**src/rtl/sram_arb_pkg.sv**
```systemverilog
// Shared encodings and default widths for the SRAM port arbiter.
// SRAM_ARB_ROUND_ROBIN_EN selects round-robin instead of fixed priority.
package sram_arb_pkg;

   localparam int ADDR_W_DEF = 32;
   localparam int DATA_W_DEF = 32;

   localparam logic [1:0] ST_IDLE = 2'd0;
   localparam logic [1:0] ST_ADDR = 2'd1;
   localparam logic [1:0] ST_WAIT = 2'd2;

   localparam logic OWN_INST = 1'b0;
   localparam logic OWN_DATA = 1'b1;

   function automatic logic other_owner(input logic own);
      return (own == OWN_INST) ? OWN_DATA : OWN_INST;
   endfunction

endpackage

```
**src/rtl/sram_arb_pick.sv**
```systemverilog
// Combinational grant picker for the two SRAM requesters.
// SRAM_ARB_ROUND_ROBIN_EN: alternate on contention, else data wins.
module sram_arb_pick
   import sram_arb_pkg::*;
(
   input  logic inst_req,
   input  logic data_req,
   input  logic last_grant,
   output logic grant_valid,
   output logic grant_owner
);

   assign grant_valid = inst_req | data_req;

`ifdef SRAM_ARB_ROUND_ROBIN_EN
   always_comb begin
      grant_owner = OWN_INST;
      unique case (1'b1)
         inst_req & data_req: grant_owner = other_owner(last_grant);
         data_req:            grant_owner = OWN_DATA;
         default:             grant_owner = OWN_INST;
      endcase
   end
`else
   logic unused_last_grant;

   assign unused_last_grant = last_grant;
   assign grant_owner = data_req ? OWN_DATA : OWN_INST;
`endif

endmodule

```
**src/rtl/sram_port_arbiter.sv**
```systemverilog
// Shares one SRAM-like port between IF and MEM, one transaction at a time.
// SRAM_ARB_ROUND_ROBIN_EN adds a last_grant register for fair arbitration.
module sram_port_arbiter
   import sram_arb_pkg::*;
#(
   parameter int ADDR_W = ADDR_W_DEF,
   parameter int DATA_W = DATA_W_DEF
) (
   input  logic              clk,
   input  logic              reset,

   input  logic              inst_req,
   input  logic              inst_wr,
   input  logic [1:0]        inst_size,
   input  logic [ADDR_W-1:0] inst_addr,
   input  logic [DATA_W/8-1:0] inst_wstrb,
   input  logic [DATA_W-1:0] inst_wdata,
   output logic              inst_addr_ok,
   output logic              inst_data_ok,
   output logic [DATA_W-1:0] inst_rdata,

   input  logic              data_req,
   input  logic              data_wr,
   input  logic [1:0]        data_size,
   input  logic [ADDR_W-1:0] data_addr,
   input  logic [DATA_W/8-1:0] data_wstrb,
   input  logic [DATA_W-1:0] data_wdata,
   output logic              data_addr_ok,
   output logic              data_data_ok,
   output logic [DATA_W-1:0] data_rdata,

   output logic              mem_req,
   output logic              mem_wr,
   output logic [1:0]        mem_size,
   output logic [ADDR_W-1:0] mem_addr,
   output logic [DATA_W/8-1:0] mem_wstrb,
   output logic [DATA_W-1:0] mem_wdata,
   input  logic              mem_addr_ok,
   input  logic              mem_data_ok,
   input  logic [DATA_W-1:0] mem_rdata
);

   localparam int STRB_W = DATA_W / 8;

   logic [1:0]        state;
   logic              owner;
   logic              wr_q;
   logic [1:0]        size_q;
   logic [ADDR_W-1:0] addr_q;
   logic [STRB_W-1:0] wstrb_q;
   logic [DATA_W-1:0] wdata_q;

   logic grant_valid;
   logic grant_owner;
   logic last_grant;
   logic take_grant;

   assign take_grant = (state == ST_IDLE) & grant_valid;

`ifdef SRAM_ARB_ROUND_ROBIN_EN
   logic last_grant_q;

   always_ff @(posedge clk) begin
      if (reset)
         last_grant_q <= OWN_INST;
      else if (take_grant)
         last_grant_q <= grant_owner;
   end

   assign last_grant = last_grant_q;
`else
   assign last_grant = OWN_INST;
`endif

   sram_arb_pick u_pick (
      .inst_req    (inst_req),
      .data_req    (data_req),
      .last_grant  (last_grant),
      .grant_valid (grant_valid),
      .grant_owner (grant_owner)
   );

   // Requester fields are captured once at grant; ADDR never looks at them.
   always_ff @(posedge clk) begin
      if (reset) begin
         state   <= ST_IDLE;
         owner   <= OWN_INST;
         wr_q    <= 1'b0;
         size_q  <= '0;
         addr_q  <= '0;
         wstrb_q <= '0;
         wdata_q <= '0;
      end else begin
         unique case (state)
            ST_IDLE: begin
               if (grant_valid) begin
                  state <= ST_ADDR;
                  owner <= grant_owner;
                  if (grant_owner == OWN_DATA) begin
                     wr_q    <= data_wr;
                     size_q  <= data_size;
                     addr_q  <= data_addr;
                     wstrb_q <= data_wstrb;
                     wdata_q <= data_wdata;
                  end else begin
                     wr_q    <= inst_wr;
                     size_q  <= inst_size;
                     addr_q  <= inst_addr;
                     wstrb_q <= inst_wstrb;
                     wdata_q <= inst_wdata;
                  end
               end
            end
            ST_ADDR: begin
               if (mem_addr_ok)
                  state <= ST_WAIT;
            end
            ST_WAIT: begin
               if (mem_data_ok)
                  state <= ST_IDLE;
            end
            default: state <= ST_IDLE;
         endcase
      end
   end

   logic in_addr;
   logic in_wait;
   logic addr_acc;
   logic data_acc;

   assign in_addr  = (state == ST_ADDR);
   assign in_wait  = (state == ST_WAIT);
   assign addr_acc = in_addr & mem_addr_ok;
   assign data_acc = in_wait & mem_data_ok;

   assign mem_req   = in_addr;
   assign mem_wr    = in_addr & wr_q;
   assign mem_size  = in_addr ? size_q  : '0;
   assign mem_addr  = in_addr ? addr_q  : '0;
   assign mem_wstrb = in_addr ? wstrb_q : '0;
   assign mem_wdata = in_addr ? wdata_q : '0;

   assign inst_addr_ok = addr_acc & (owner == OWN_INST);
   assign data_addr_ok = addr_acc & (owner == OWN_DATA);
   assign inst_data_ok = data_acc & (owner == OWN_INST);
   assign data_data_ok = data_acc & (owner == OWN_DATA);

   assign inst_rdata = mem_rdata;
   assign data_rdata = mem_rdata;

endmodule
```
**config.mk**
```make
export PLATFORM = sky130hd
export DESIGN_NAME = sram_port_arbiter
export DESIGN_NICKNAME = d
export VERILOG_FILES = /design/src/rtl/sram_arb_pkg.sv /design/src/rtl/sram_arb_pick.sv /design/src/rtl/sram_port_arbiter.sv
export SDC_FILE = /design/constraint.sdc
export NUM_CORES = 1
export LEC_CHECK = 0
export CORE_MARGIN = 8
export CORE_UTILIZATION = 37
export CTS_CLUSTER_DIAMETER = 200
export DETAILED_ROUTE_END_ITERATION = 8
export PLACE_DENSITY = 0.93
export RECOVER_POWER = 50
export SYNTH_ARGS = -nofsm -noshare
export SYNTH_HDL_FRONTEND = slang
export SYNTH_SLANG_ARGS = --single-unit
```
**constraint.sdc**
```tcl
create_clock -name clk -period 1.7 [get_ports clk]
set_clock_uncertainty 0.1 [all_clocks]
set_input_delay 0.255 -clock clk [delete_from_list [all_inputs] [get_ports clk]]
set_output_delay 0.255 -clock clk [all_outputs]
set_load 0.02 [all_outputs]
```
== Yosys cells after proc, flatten, opt, wreduce, memory -nomap -nowiden ==
Cells that the tools add are included.
Storage, ports and cells
  input bits: 180
  output and inout bits: 140
  word-level logic and storage cells: 38
  register bits after elaboration: 74
Cells by class
  mux-type cells: 14
  bitwise operators: 9
  reductions and logical operators: 3
  equal/unequal tests: 5
Operator list (count)
  $mux 32: 4
  $mux 2: 5
  $mux 4: 2
  $and 1x1->1: 7
  $ne 2x2->1 const B: 3
  $pmux 2 s3: 1
  $reduce_and 3->1: 1
  $eq 2x1->1 const B: 1
  $eq 2x2->1 const B: 1
  $logic_not 2->1: 1
  $mux 1: 2
  $reduce_and 2->1: 1
  $not 1->1: 1
  $or 1x1->1: 1

== Depth between registers and ports, before layout ==
  word-level depth: 3
  depth in mapped cells: 7

== Cells and area by module ==
From an unflattened synthesis, not the netlist that was laid out.
Second synthesis, totals
  cells, all modules: 481
  area total of the unflattened synthesis: 4409.2 µm²
Modules (own cells, without submodules)
  sram_port_arbiter: times used 1, seq. area each 1481.4 µm², cells each 479, area an instance 4395.5 µm²
  sram_arb_pick: times used 1, seq. area each 0.0 µm², cells each 2, area an instance 13.8 µm²

== Worst setup path after synthesis ==
Ideal clock, no wire load.
  kind: flip-flop to output port
  start point: reg state[0]
  end point: out mem_addr[10]
  required time: 1.345 ns
  setup slack: 0.122 ns
  path buffers: 2
  cell stages (with the launch flop): 5
  arrival: 1.223 ns
  cell sequence: dfxtp_1 -> nor2b_1 -> clkbuf_1 -> clkbuf_1 -> and2_1
On the way
  cells in the longest elaborated chain, start to end: 2
RTL lines
  start: declaration: RTL line sram_port_arbiter.sv:45  | logic [1:0] state;
  start signal: assignment: RTL line sram_port_arbiter.sv:86  | state <= ST_IDLE;
  start signal: assignment: RTL line sram_port_arbiter.sv:97  | state <= ST_ADDR;
  start signal: assignment: RTL line sram_port_arbiter.sv:116  | state <= ST_WAIT;
  $eq 2x1->1: RTL line sram_port_arbiter.sv:132  | assign in_addr = (state == ST_ADDR);
  $mux 32: RTL line sram_port_arbiter.sv:140  | assign mem_addr = in_addr ? addr_q : '0;
  end: declaration: RTL line sram_port_arbiter.sv:35  | output logic [ADDR_W-1:0] mem_addr,
No other way between the ends.

== Worst setup path in the final report ==
  start point: reg state[0]
  end point: out data_addr_ok
On the way
  cells in the longest elaborated chain, start to end: 3
RTL lines
  $eq 2x1->1: RTL line sram_port_arbiter.sv:132
  $and 1x1->1: RTL line sram_port_arbiter.sv:134  | assign addr_acc = in_addr & mem_addr_ok;
  $and 1x1->1: RTL line sram_port_arbiter.sv:145  | assign data_addr_ok = addr_acc & (owner == OWN_DATA);
  end: declaration: RTL line sram_port_arbiter.sv:28  | output logic data_addr_ok,
No other way between the ends.

==> results by stage <==
Place:
- After detailed placement, the design holds a cell count of 786.
- Port buffering added 223 buffers.
- The detailed placer's ending HPWL is 11.17 mm.
- The cell area reported after detailed placement is 6654 um^2.
- Timing analysis after detailed placement gives a worst setup slack of -0.1874 ns.
- The weighted congestion reported at the end of routability-driven placement is 0.7789.

Timing:
- Hold timing on the final database bottoms out at a slack of 0.3605 ns.
- For the final routed database, the setup TNS stands at -4.635 ns.
- At the pin with the least slew margin, the transition time is 0.5292 ns.
- The remaining max-slew budget at the tightest pin is 64.72%.
- Setup repair after global routing could not meet its margin everywhere.
- The final setup violation count is 45.
- The timing-limited maximum frequency is 0.5452 GHz.
- The max-slew violation total from the final report is 0.
- The final count of hold timing violations is 0.
- The worst path setup slack after routing is -0.1341 ns.
- After layout, the worst path uses 107.9% of the clock period.
- The minimum clock period after layout is 1.834 ns.

Worst setup path:
- STA classifies the critical path endpoint as a primary output.
- The worst setup path is of the reg2out kind.
- STA puts the critical path data arrival time at 1.48 ns.
- The critical-path maximum fanout is 6.
- The type of element launching the critical path is a register.
- STA puts the critical path data required time at 1.34 ns.

Floorplan:
- The width of the die is 130.0 um.
- The die boundary height is 130.0 um.
- The area of the die is 16,890 um^2.
- The floorplan core area is 12,670 um^2.
- 320 I/O pins were placed.
- The starting density of the core is 37.92%.
- The number of rows in the core area is 41.

Run status:
- The run finished, with violations left.
- The final reports fail on negative setup slack.

Yosys:
- The fraction of synthesized cell area taken by the top area cell type is 30.83%.
- The count of mapped cells out of synthesis is 489.
- The Yosys warning count is 0.
- The primary flip-flop cell chosen by synthesis mapping is dfxtp_1.
- The number of nets produced by synthesis is 669.
- After synthesis, flip-flops and latches occupy 30.83% of the total area.
- Synthesis instantiated 22 different standard cells from the library.
- The count of flip-flops with a built-in enable after synthesis is 0.
- In the post-synthesis netlist, the biggest area contributors are dfxtp_1 (31%), a211oi_2 (18%), mux2i_1 (15%).
- A synthesized cell averages 9.825 um^2.
- The fraction of synthesis flops using an asynchronous set or reset pin is 0%.
- The synthesized netlist occupies a cell area of 4805 um^2.
- Summed over all instances, the cell type with the most area after synthesis is dfxtp_1.
- The number of storage elements in the synthesis netlist is 74.

Drt:
- The average routed wire per standard cell is 20.16 um.
- After detailed routing, the number of remaining DRC violations is 0.
- The aggregate routed wire length is 16.33 mm.
- The violation count after the first detailed-route iteration is 111.
- In this run the remaining antenna-violating nets after routing total 0.
- The detailed-route via count is 4,181.
- The via-per-instance ratio is 5.162.
- The first TritonRoute pass finished after 5 iterations.

Clock network:
- The clock tree from TritonCTS is yes.
- The number of buffers on the longest clock path is 2.
- The H-tree was split into 3 levels.
- The later pin in the worst-skew pair is clocked with a latency of 0.33 ns.
- In this run the clock root is driven by a clkbuf_16.
- The number of clock sinks seen by CTS is 74.
- Buffers inserted during clock tree synthesis total 9.
- After clock tree synthesis, the clock-pin slew on the worst setup and hold paths is 0.06 ns.

Pwr:
- The internal power contribution is 3.981 mW.
- In this run the power density over the cells is 802.8 nW/um^2.
- The worst IR drop on VDD is 0.4393 mV.
- The leakage power of the design is 2.964 nW.
- The share of total power in combinational logic is 33.8%.
- The clock network burns 30.6% of the power.
- Per report_power, the sequential group accounts for 35.5% of the total.
- Total power for the finished layout comes to 5.809 mW.
- Summed over all nets, the switching power comes to 1.828 mW.
- Net switching is 31.46% of the power.

Global routing:
- The initial antenna violation count is 0.
- The via count of the first global-routing pass is 4,556.
- Global routing used 18.46% of the available tracks across all layers.
- The first global-routing pass estimated 24.12 mm of wire.
- The total grt overflow is 0.
- Entering global routing, the biggest net connects 75 pins.

Cells and area:
- The finished cells cover 7236 um^2.
- The final instance count without filler cells is 810.
- The register cell area after layout is 1484 um^2.
- In the final layout, the share of cells above drive strength 1 is 36.52%.
- In the layout the commonest cells are clkdlybuf4s50_1 (145), a21oi_1 (73), dfxtp_1 (72).
- The final-layout fill cell count is 1,021.
- Summing all multi-input logic gate instances after layout gives 2624 um^2.
- The layout net count is 813.
- The number of inserted diodes is 0.
- Leaving out fill and tap cells, the most frequent cell in the layout is clkdlybuf4s50_1.
- The layout overhead on the synthesized area is 50.60%.
- The final core utilization is 57.10%.

Hold path:
- The worst hold path class is in2reg.

Run:
- The number of max-cap violations is 0.
state kept, by name, indices dropped and copies added, names as in the netlist:
signal	count
addr_q	32
wr_q	1
wdata_q	32
state	2
size_q	2
owner	1
wstrb_q	4
power groups by stage:
| stage | Sequential (mW) | Clock, mW | Combinational (mW) |
|---|---|---|---|
| 3_3_place_gp | 2.07 | 0 | 1.72 |
| 5_1_grt | 2.09 | 1.91 | 2.08 |
| 3_5_place_dp | 2.08 | 0 | 1.77 |
| 2_1_floorplan | 2.05 | 0 | 1.32 |
| 6_report | 2.06 | 1.78 | 1.97 |
| 4_1_cts | 2.05 | 1.83 | 1.91 |
final cells by class:
class                           count  share of cell area [%]
Inverter                            1                 0.05188
Multi-Input combinational cell    302                   36.26
Clock inverter                      7                  0.7436
Tap cell                          172                   2.974
Clock buffer                        9                   3.113
Timing Repair Buffer              245                   36.35
Sequential cell                    74                   20.51
worst max-delay path, stage by stage, from the launching register on:
cell	delay [ns]
dfxtp_2	0.33
nor2b_4	0.20
buf_6	0.17
buf_12	0.15
and3_4	0.18
buf_6	0.11
metal layers:
layer,share of wire (%),GRT usage (%)
met5,0,0
met4,4.1,10.86
met3,9.0,6.895
met2,50,31.91
met1,37,18.83
worst paths after layout:
| path | from | to | slack (ns) | depth (start not counted) |
|---|---|---|---|---|
| min | reset | state[0] | 0.36 | 3 |
| max | state[0] | data_addr_ok | -0.13 | 5 |
| min reg2reg | wdata_q[28] | wdata_q[28] | 0.45 | 2 |
| max reg2reg | state[1] | wdata_q[3] | 0.19 | 5 |
cell usage after synthesis, types with 3 or more instances:
cell type	number
clkbuf_1	23
dfxtp_1	74
nand2_1	3
buf_12	8
mux2i_1	71
nor2_1	4
buf_2	13
buf_4	65
and2_1	71
a211oi_2	70
a21oi_1	73
logic make-up (layout without fill, tap and decap cells):
kind of cell           after synthesis  after routing  synth area share [%]
and+or+nand+nor                     85             85                 10.76
buffers and inverters              113            262                 17.27
muxes                               71             71                 14.79
AOI/OAI and AO/OA                  146            146                 26.35
DFF                                 74             74                 30.83
timing repair:
action,4_1_cts,5_1_grt
buffers inserted,3,0
resized for setup,452,37
pin swaps,2,10
hold buffers,0,0
endpoints found under the hold margin,0,0
setup endpoints to repair,76,74
gates cloned,3,2
No activity file was read; power rests on OpenSTA's default activity.
